$ cat config.mk
export PLATFORM = sky130hd
export DESIGN_NAME = accumulator_bank
export DESIGN_NICKNAME = d
export VERILOG_FILES = /design/src/rtl/acc_bank_pkg.sv /design/src/rtl/accumulator_bank_lane.sv /design/src/rtl/accumulator_bank.sv
export SDC_FILE = /design/constraint.sdc
export NUM_CORES = 1
export LEC_CHECK = 0
export BUFFER_PORTS_ARGS = -buffer_cell sky130_fd_sc_hd__buf_2
export CAP_MARGIN = 20
export CORE_ASPECT_RATIO = 0.5
export CORE_MARGIN = 2
export CORE_UTILIZATION = 35
export CTS_BUF_LIST = sky130_fd_sc_hd__clkbuf_16
export DETAILED_ROUTE_END_ITERATION = 7
export GPL_TIMING_DRIVEN = 0
export MAX_ROUTING_LAYER = met4
export PLACE_DENSITY_LB_ADDON = 0.08
export SYNTH_ARGS = -nofsm -noshare
export SYNTH_HDL_FRONTEND = slang
export SYNTH_SLANG_ARGS = --single-unit
$ cat constraint.sdc
create_clock -name clk -period 4.9 [get_ports clk]
set_clock_uncertainty 0.05 [all_clocks]
set_input_delay 0.735 -clock clk [delete_from_list [all_inputs] [get_ports clk]]
set_output_delay 0.735 -clock clk [all_outputs]
set_load 0.005 [all_outputs]
$ cat src/rtl/acc_bank_pkg.sv
// acc_bank_pkg: shared definitions for accumulator_bank.
//   DEF_*           default configuration (N=10, Q=9, CH=4, G=3, saturating)
//   ch_width()      channel index width, never below 1 bit
//   acc_width()     internal accumulator width (data width plus guard bits)
//   CHW, AW         widths for the default configuration
//   ACC_MAX/ACC_MIN internal accumulator range for the default configuration
//   OUT_MAX/OUT_MIN output range for the default configuration
//   sat_clamp()     clamps a wide signed value to a signed width and reports
//                   whether the value had to be clamped
package acc_bank_pkg;

  localparam int DEF_N   = 10;
  localparam int DEF_Q   = 9;
  localparam int DEF_CH  = 4;
  localparam int DEF_G   = 3;
  localparam int DEF_SAT = 1;

  function automatic int ch_width(input int ch);
    return (ch > 1) ? $clog2(ch) : 1;
  endfunction

  function automatic int acc_width(input int n, input int g);
    return n + g;
  endfunction

  localparam int CHW = ch_width(DEF_CH);
  localparam int AW  = acc_width(DEF_N, DEF_G);

  localparam longint ACC_MAX = (longint'(1) <<< (AW - 1)) - 1;
  localparam longint ACC_MIN = -ACC_MAX - 1;
  localparam longint OUT_MAX = (longint'(1) <<< (DEF_N - 1)) - 1;
  localparam longint OUT_MIN = -OUT_MAX - 1;

  typedef struct packed {
    logic signed [63:0] value;
    logic               flag;
  } clamp_t;

  // Inputs are at most a few bits wider than the target width, so a 64-bit
  // working width covers every legal configuration.
  function automatic clamp_t sat_clamp(input logic signed [63:0] value, input int width);
    logic signed [63:0] hi;
    logic signed [63:0] lo;
    clamp_t             res;
    hi = (64'sd1 <<< (width - 1)) - 64'sd1;
    lo = -hi - 64'sd1;
    if (value > hi) begin
      res.value = hi;
      res.flag  = 1'b1;
    end else if (value < lo) begin
      res.value = lo;
      res.flag  = 1'b1;
    end else begin
      res.value = value;
      res.flag  = 1'b0;
    end
    return res;
  endfunction

endpackage

$ cat src/rtl/accumulator_bank_lane.sv
// acc_lane: one channel of accumulator_bank.
//   clk, rst_n  clock, asynchronous active-low reset
//   en          an accepted beat targets this channel
//   first/last  run framing of the current beat
//   data        signed addend
//   res_data    output-width result computed from this beat's sum
//   res_ovf     overflow flag that goes with res_data
// The result outputs are valid whenever a beat is presented; the top only
// captures them on an emit.
module acc_lane
  import acc_bank_pkg::*;
#(
  parameter int N   = DEF_N,
  parameter int G   = DEF_G,
  parameter int SAT = DEF_SAT
) (
  input  logic                clk,
  input  logic                rst_n,
  input  logic                en,
  input  logic                first,
  input  logic                last,
  input  logic signed [N-1:0] data,
  output logic signed [N-1:0] res_data,
  output logic                res_ovf
);

  localparam int LAW = acc_width(N, G);

  logic signed [LAW-1:0] acc_q, acc_d, next_acc;
  logic                  ovf_q, ovf_d, ovf_next;
  logic signed [63:0]    sum;
  clamp_t                acc_c, out_c;
  logic                  unused_hi;

  always_comb begin
    // A first beat loads rather than adds and starts with a clean flag.
    sum      = first ? 64'(data) : 64'(acc_q) + 64'(data);
    acc_c    = sat_clamp(sum, LAW);
    ovf_next = (ovf_q & ~first) | acc_c.flag;
    next_acc = (SAT != 0) ? acc_c.value[LAW-1:0] : sum[LAW-1:0];
    out_c    = sat_clamp(64'(next_acc), N);
    res_data = (SAT != 0) ? out_c.value[N-1:0] : next_acc[N-1:0];
    res_ovf  = ovf_next | out_c.flag;
    // Upper bits only mirror the sign after clamping.
    unused_hi = ^{acc_c.value[63:LAW], out_c.value[63:N]};

    acc_d = acc_q;
    ovf_d = ovf_q;
    if (en) begin
      if (last) begin
        acc_d = '0;
        ovf_d = 1'b0;
      end else begin
        acc_d = next_acc;
        ovf_d = ovf_next;
      end
    end
  end

  always_ff @(posedge clk or negedge rst_n) begin
    if (!rst_n) begin
      acc_q <= '0;
      ovf_q <= 1'b0;
    end else begin
      acc_q <= acc_d;
      ovf_q <= ovf_d;
    end
  end

endmodule

$ cat src/rtl/accumulator_bank.sv
// accumulator_bank: CH independent guarded accumulators with a shared
// one-entry valid/ready result register.
//   clk, rst_n                    clock, asynchronous active-low reset
//   in_valid/in_ready             input beat handshake
//   in_data, in_ch                signed addend and target channel
//   in_first, in_last             run framing (load / emit)
//   out_valid/out_ready           result handshake
//   out_data, out_ch, out_ovf     result, its channel, run overflow flag
// Channels at or above CH are accepted and ignored.
module accumulator_bank
  import acc_bank_pkg::*;
#(
  parameter int N   = DEF_N,
  parameter int Q   = DEF_Q,
  parameter int CH  = DEF_CH,
  parameter int G   = DEF_G,
  parameter int SAT = DEF_SAT,
  localparam int CW = ch_width(CH)
) (
  input  logic                clk,
  input  logic                rst_n,
  input  logic                in_valid,
  output logic                in_ready,
  input  logic signed [N-1:0] in_data,
  input  logic [CW-1:0]       in_ch,
  input  logic                in_first,
  input  logic                in_last,
  output logic                out_valid,
  input  logic                out_ready,
  output logic signed [N-1:0] out_data,
  output logic [CW-1:0]       out_ch,
  output logic                out_ovf
);

  // Q only documents the number format; nothing is rescaled here.
  if (Q < 0 || Q >= N || CH < 1) begin : g_bad_cfg
    $error("accumulator_bank: need 0 <= Q < N and CH >= 1");
  end

  logic                out_valid_q, out_valid_d;
  logic signed [N-1:0] out_data_q, out_data_d;
  logic [CW-1:0]       out_ch_q, out_ch_d;
  logic                out_ovf_q, out_ovf_d;

  logic                accept, emit, ch_ok;
  logic signed [N-1:0] lane_data [CH];
  logic                lane_ovf  [CH];
  logic signed [N-1:0] sel_data;
  logic                sel_ovf;

  for (genvar i = 0; i < CH; i++) begin : g_lane
    acc_lane #(
      .N  (N),
      .G  (G),
      .SAT(SAT)
    ) u_lane (
      .clk     (clk),
      .rst_n   (rst_n),
      .en      (accept && (in_ch == CW'(i))),
      .first   (in_first),
      .last    (in_last),
      .data    (in_data),
      .res_data(lane_data[i]),
      .res_ovf (lane_ovf[i])
    );
  end

  always_comb begin
    // A pending result blocks every channel so nothing can overwrite it.
    in_ready = !out_valid_q || out_ready;
    accept   = in_valid && in_ready;
    ch_ok    = 32'(in_ch) < CH;
    emit     = accept && in_last && ch_ok;

    sel_data = '0;
    sel_ovf  = 1'b0;
    for (int i = 0; i < CH; i++) begin
      if (in_ch == CW'(i)) begin
        sel_data = lane_data[i];
        sel_ovf  = lane_ovf[i];
      end
    end

    // An emit during an output handshake replaces the entry in place.
    out_valid_d = emit || (out_valid_q && !out_ready);
    out_data_d  = emit ? sel_data : out_data_q;
    out_ch_d    = emit ? in_ch    : out_ch_q;
    out_ovf_d   = emit ? sel_ovf  : out_ovf_q;
  end

  always_ff @(posedge clk or negedge rst_n) begin
    if (!rst_n) begin
      out_valid_q <= 1'b0;
      out_data_q  <= '0;
      out_ch_q    <= '0;
      out_ovf_q   <= 1'b0;
    end else begin
      out_valid_q <= out_valid_d;
      out_data_q  <= out_data_d;
      out_ch_q    <= out_ch_d;
      out_ovf_q   <= out_ovf_d;
    end
  end

  assign out_valid = out_valid_q;
  assign out_data  = out_data_q;
  assign out_ch    = out_ch_q;
  assign out_ovf   = out_ovf_q;

endmodule
==> flow_metrics.env <==
export IMPL_critPathTopFamily="compound AO/OA/AOI/OAI gates"
export IMPL_initial_utilization=0.3606
export IMPL_stdcell_count=1138
export IMPL_cts_buffers=9
export IMPL_netlist_top_cells_count="103 x nand2_1, 93 x o21ai_0, 81 x a21oi_1"
export IMPL_grt_overflow_total=0
export IMPL_path_class="primary input to flip-flop"
export IMPL_io_buffers=31
export IMPL_setup_ws_ns=0.3759
export IMPL_power_uw=3602
export IMPL_use_met1=0.3660
export IMPL_grt_max_degree=50
export IMPL_vias=6605
export IMPL_cts_hold_buf=0
export IMPL_cp_max_fo=20
export IMPL_cts_tree="yes"
export IMPL_die_area_um2=20320
export IMPL_avgViaCountPerCell=5.804
export IMPL_worstPathArrival_ns=4.70
export IMPL_clock_fmax_mhz=221.0
export IMPL_die_y_um=101.8
export IMPL_seqCellArea_um2=1752
export IMPL_cap_violations=0
export IMPL_cp_depth=13
export IMPL_drc=0
export IMPL_crit_top_cell="buf_2"
export IMPL_ys_warn_count=0
export IMPL_hold_path_class="primary input to async pin"
export IMPL_ir_drop_mv=0.1899
export IMPL_netlist_top_cells_area="dfrtp_1 26%, ha_1 9.7%, o21ai_0 7.0%"
export IMPL_top_usage_layer="met2"
export IMPL_slowest_stage="nor3_1"
export IMPL_timing_max_slew_rel_slack=0.3836
export IMPL_clock_root_buffer="clkbuf_16"
export IMPL_cts_max_path_buffers=2
export IMPL_die_width_um=199.6
export IMPL_rr_worst_depth=12
export IMPL_drive_gt1_frac=0.09670
export IMPL_grt_usage=0.2627
export IMPL_fillers=1960
export IMPL_critPathRequiredTime_ns=5.07
export IMPL_max_stage_delay_ns=0.63
export IMPL_area_delta_synth_final_pct=11.98
export IMPL_synth_ff_type="dfrtp_1"
export IMPL_grt_pass1_vias=6373
export IMPL_synth_top_area_cell="dfrtp_1"
export IMPL_cts_setup_buffers=0
export IMPL_drt_total_wl_um=24640
export IMPL_grt_antenna_before_repair=1
export IMPL_ys_async_sr_fraction=1.000
export IMPL_yosysUniqueCellTypes=76
export IMPL_first_pass_iters=8
export IMPL_worst_path_buf_inv=2
export IMPL_met2_usage=0.3862
export IMPL_tightest_slew_ns=0.9150
export IMPL_yosys_register_bits=70
export IMPL_detail_route_antenna_nets=0
export IMPL_finalCritPeriodShare=0.9233
export IMPL_fin_crit_ns=4.524
export IMPL_crit_start="in_data[9]"
export IMPL_cts_resized=0
export IMPL_r2r_end="out_data[2]"
export IMPL_avgSynthCellArea_um2=8.057
export IMPL_totalNegativeSetupSlack_ns=0
export IMPL_dp_cells=1122
export IMPL_row_count=35
export IMPL_syn_nets=905
export IMPL_final_nets=949
export IMPL_drv_slew=0
export IMPL_ios=33
export IMPL_fin_util=0.4038
export IMPL_diodes=0
export IMPL_place_gp_congestion=1.037
export IMPL_htreeDepth=3
export IMPL_clock_latency_ns=0.35
export IMPL_synth_top_cell_area_share=0.2616
export IMPL_hpwl_um=18780
export IMPL_reg2reg_from="g_lane[2].u_lane.acc_q[0]"
export IMPL_core_region_area_um2=18570
export IMPL_crit_end="out_data[2]"
export IMPL_grt_setup_unrepaired="no"
export IMPL_pwr_density_cell_nw_per_um2=480.5
export IMPL_final_hold_violation_count=0
export IMPL_crit_path_end_kind="flip-flop"
export IMPL_p_leak_uw=0.003312
export IMPL_synth_cells=831
export IMPL_first_iter_violations=556
export IMPL_setup_violations=0
export IMPL_pre_cts_ws_ns=0.1467
export IMPL_cts_reportedPaths_clkPinSlew_ns=0.06
export IMPL_path_cells="buf_2, ha_1, buf_2, a21oi_1, o21ai_1, mux2_2, o32ai_1, nor3_1, nand2_1, a31oi_1, o31a_1, nand4_1, o32a_1"
export IMPL_outcome="completed"
export IMPL_multiInputGateArea_um2=4736
export IMPL_synth_edf_count=0
export IMPL_wire_per_inst_um=21.65
export IMPL_clock_sinks=70
export IMPL_use_met3=0.06127
export IMPL_yosysMostFrequentCell="nand2_1"
export IMPL_grt_pass1_wl_um=38180
export IMPL_syn_area_um2=6695
export IMPL_seq_area_frac_synth=0.2616
export IMPL_start_kind="primary input"
export IMPL_r2r_slack_ns=0.60
cell families (layout without fill, tap and decap cells):
kind of cell / Yosys count / count (layout) / synth area share
adder cells (fa/ha/maj): 70 / 70 / 0.1301
flip-flops: 70 / 70 / 0.2616
AO/OA/AOI/OAI: 340 / 340 / 0.3362
buffers and inverters: 53 / 101 / 0.03102
XOR/XNOR: 37 / 37 / 0.04840
AND/OR/NAND/NOR: 254 / 254 / 0.1811
multiplexers: 7 / 7 / 0.01159
stage by stage:
step	hold WS (ns)	area (um^2)
2_1_floorplan	0.3894	6695
3_3_place_gp	0.4106	7174
3_5_place_dp	0.4111	7204
4_1_cts	0.2539	7486
5_1_grt	0.2693	7497
6_report	0.2439	7497
power breakdown:
group / switching (uW) / internal (uW) / total [uW] / leakage, uW
clock: 275 / 387 / 663 / 0.000148
sequential: 96.6 / 734 / 831 / 0.000893
combinational: 1290 / 822 / 2110 / 0.00227
total: 1660 / 1940 / 3600 / 0.00331
area by class of cell:
type | count | area share
timing repair buffer | 33 | 0.02620
multi-input combinational | 708 | 0.6317
buffer | 35 | 0.01869
inverter | 18 | 0.009012
clock buffer | 9 | 0.03004
tap | 259 | 0.04322
sequential | 70 | 0.2336
clock inverter | 6 | 0.007510
registers in the layout (all words and copies together) (netlist names):
| signal | flops |
|---|---|
| out_ch | 2 |
| out_valid | 1 |
| out_data | 10 |
| out_ovf | 1 |
| g_lane.u_lane.ovf_q | 4 |
| g_lane.u_lane.acc_q | 52 |
worst min path at each step:
stage                                      start                          to  slack (ns)  cells past startpoint
after floorplan                            rst_n   g_lane[0].u_lane.acc_q[0]        0.39                      0
after global placement    g_lane[2].u_lane.ovf_q      g_lane[2].u_lane.ovf_q        0.41                      2
after detailed placement             out_data[9]                 out_data[9]        0.41                      2
after CTS                                  rst_n  g_lane[2].u_lane.acc_q[11]        0.25                      1
after global routing                       rst_n  g_lane[2].u_lane.acc_q[11]        0.27                      1
final                                      rst_n  g_lane[2].u_lane.acc_q[11]        0.24                      1
cells in the final DEF (no fill, tap or decap), drive strengths merged, types with 4 or more instances in the layout:
cell | Yosys | layout
nand2 | 103 | 103
nand3 | 19 | 19
dfrtp | 70 | 70
clkinv | 1 | 4
o21a | 21 | 21
clkbuf | 26 | 35
o31a | 5 | 5
o211ai | 6 | 6
nand4 | 5 | 5
o21bai | 6 | 6
a211oi | 14 | 14
a31oi | 10 | 10
and3 | 7 | 7
a21o | 16 | 16
nor4 | 5 | 5
maj3 | 14 | 14
a22o | 19 | 19
buf | 9 | 42
nor3 | 9 | 9
nor2b | 9 | 9
and2 | 6 | 6
nand2b | 15 | 15
o31ai | 10 | 10
o211a | 5 | 5
o21ai | 102 | 102
fa | 4 | 4
ha | 52 | 52
xor2 | 12 | 12
a21boi | 4 | 4
mux2 | 6 | 6
a221oi | 4 | 4
a21oi | 82 | 82
xnor2 | 25 | 25
or2 | 7 | 7
nor2 | 56 | 56
a211o | 4 | 4
inv | 17 | 19
metal layers:
| layer | up-vias | wire length [um] |
|---|---|---|
| li1 | 3199 | - |
| met1 | 3179 | 12000 |
| met2 | 196 | 10350 |
| met3 | 31 | 1920 |
| met4 | 0 | 377 |
| met5 | - | 0 |
No activity file was read; power rests on OpenSTA's default activity.
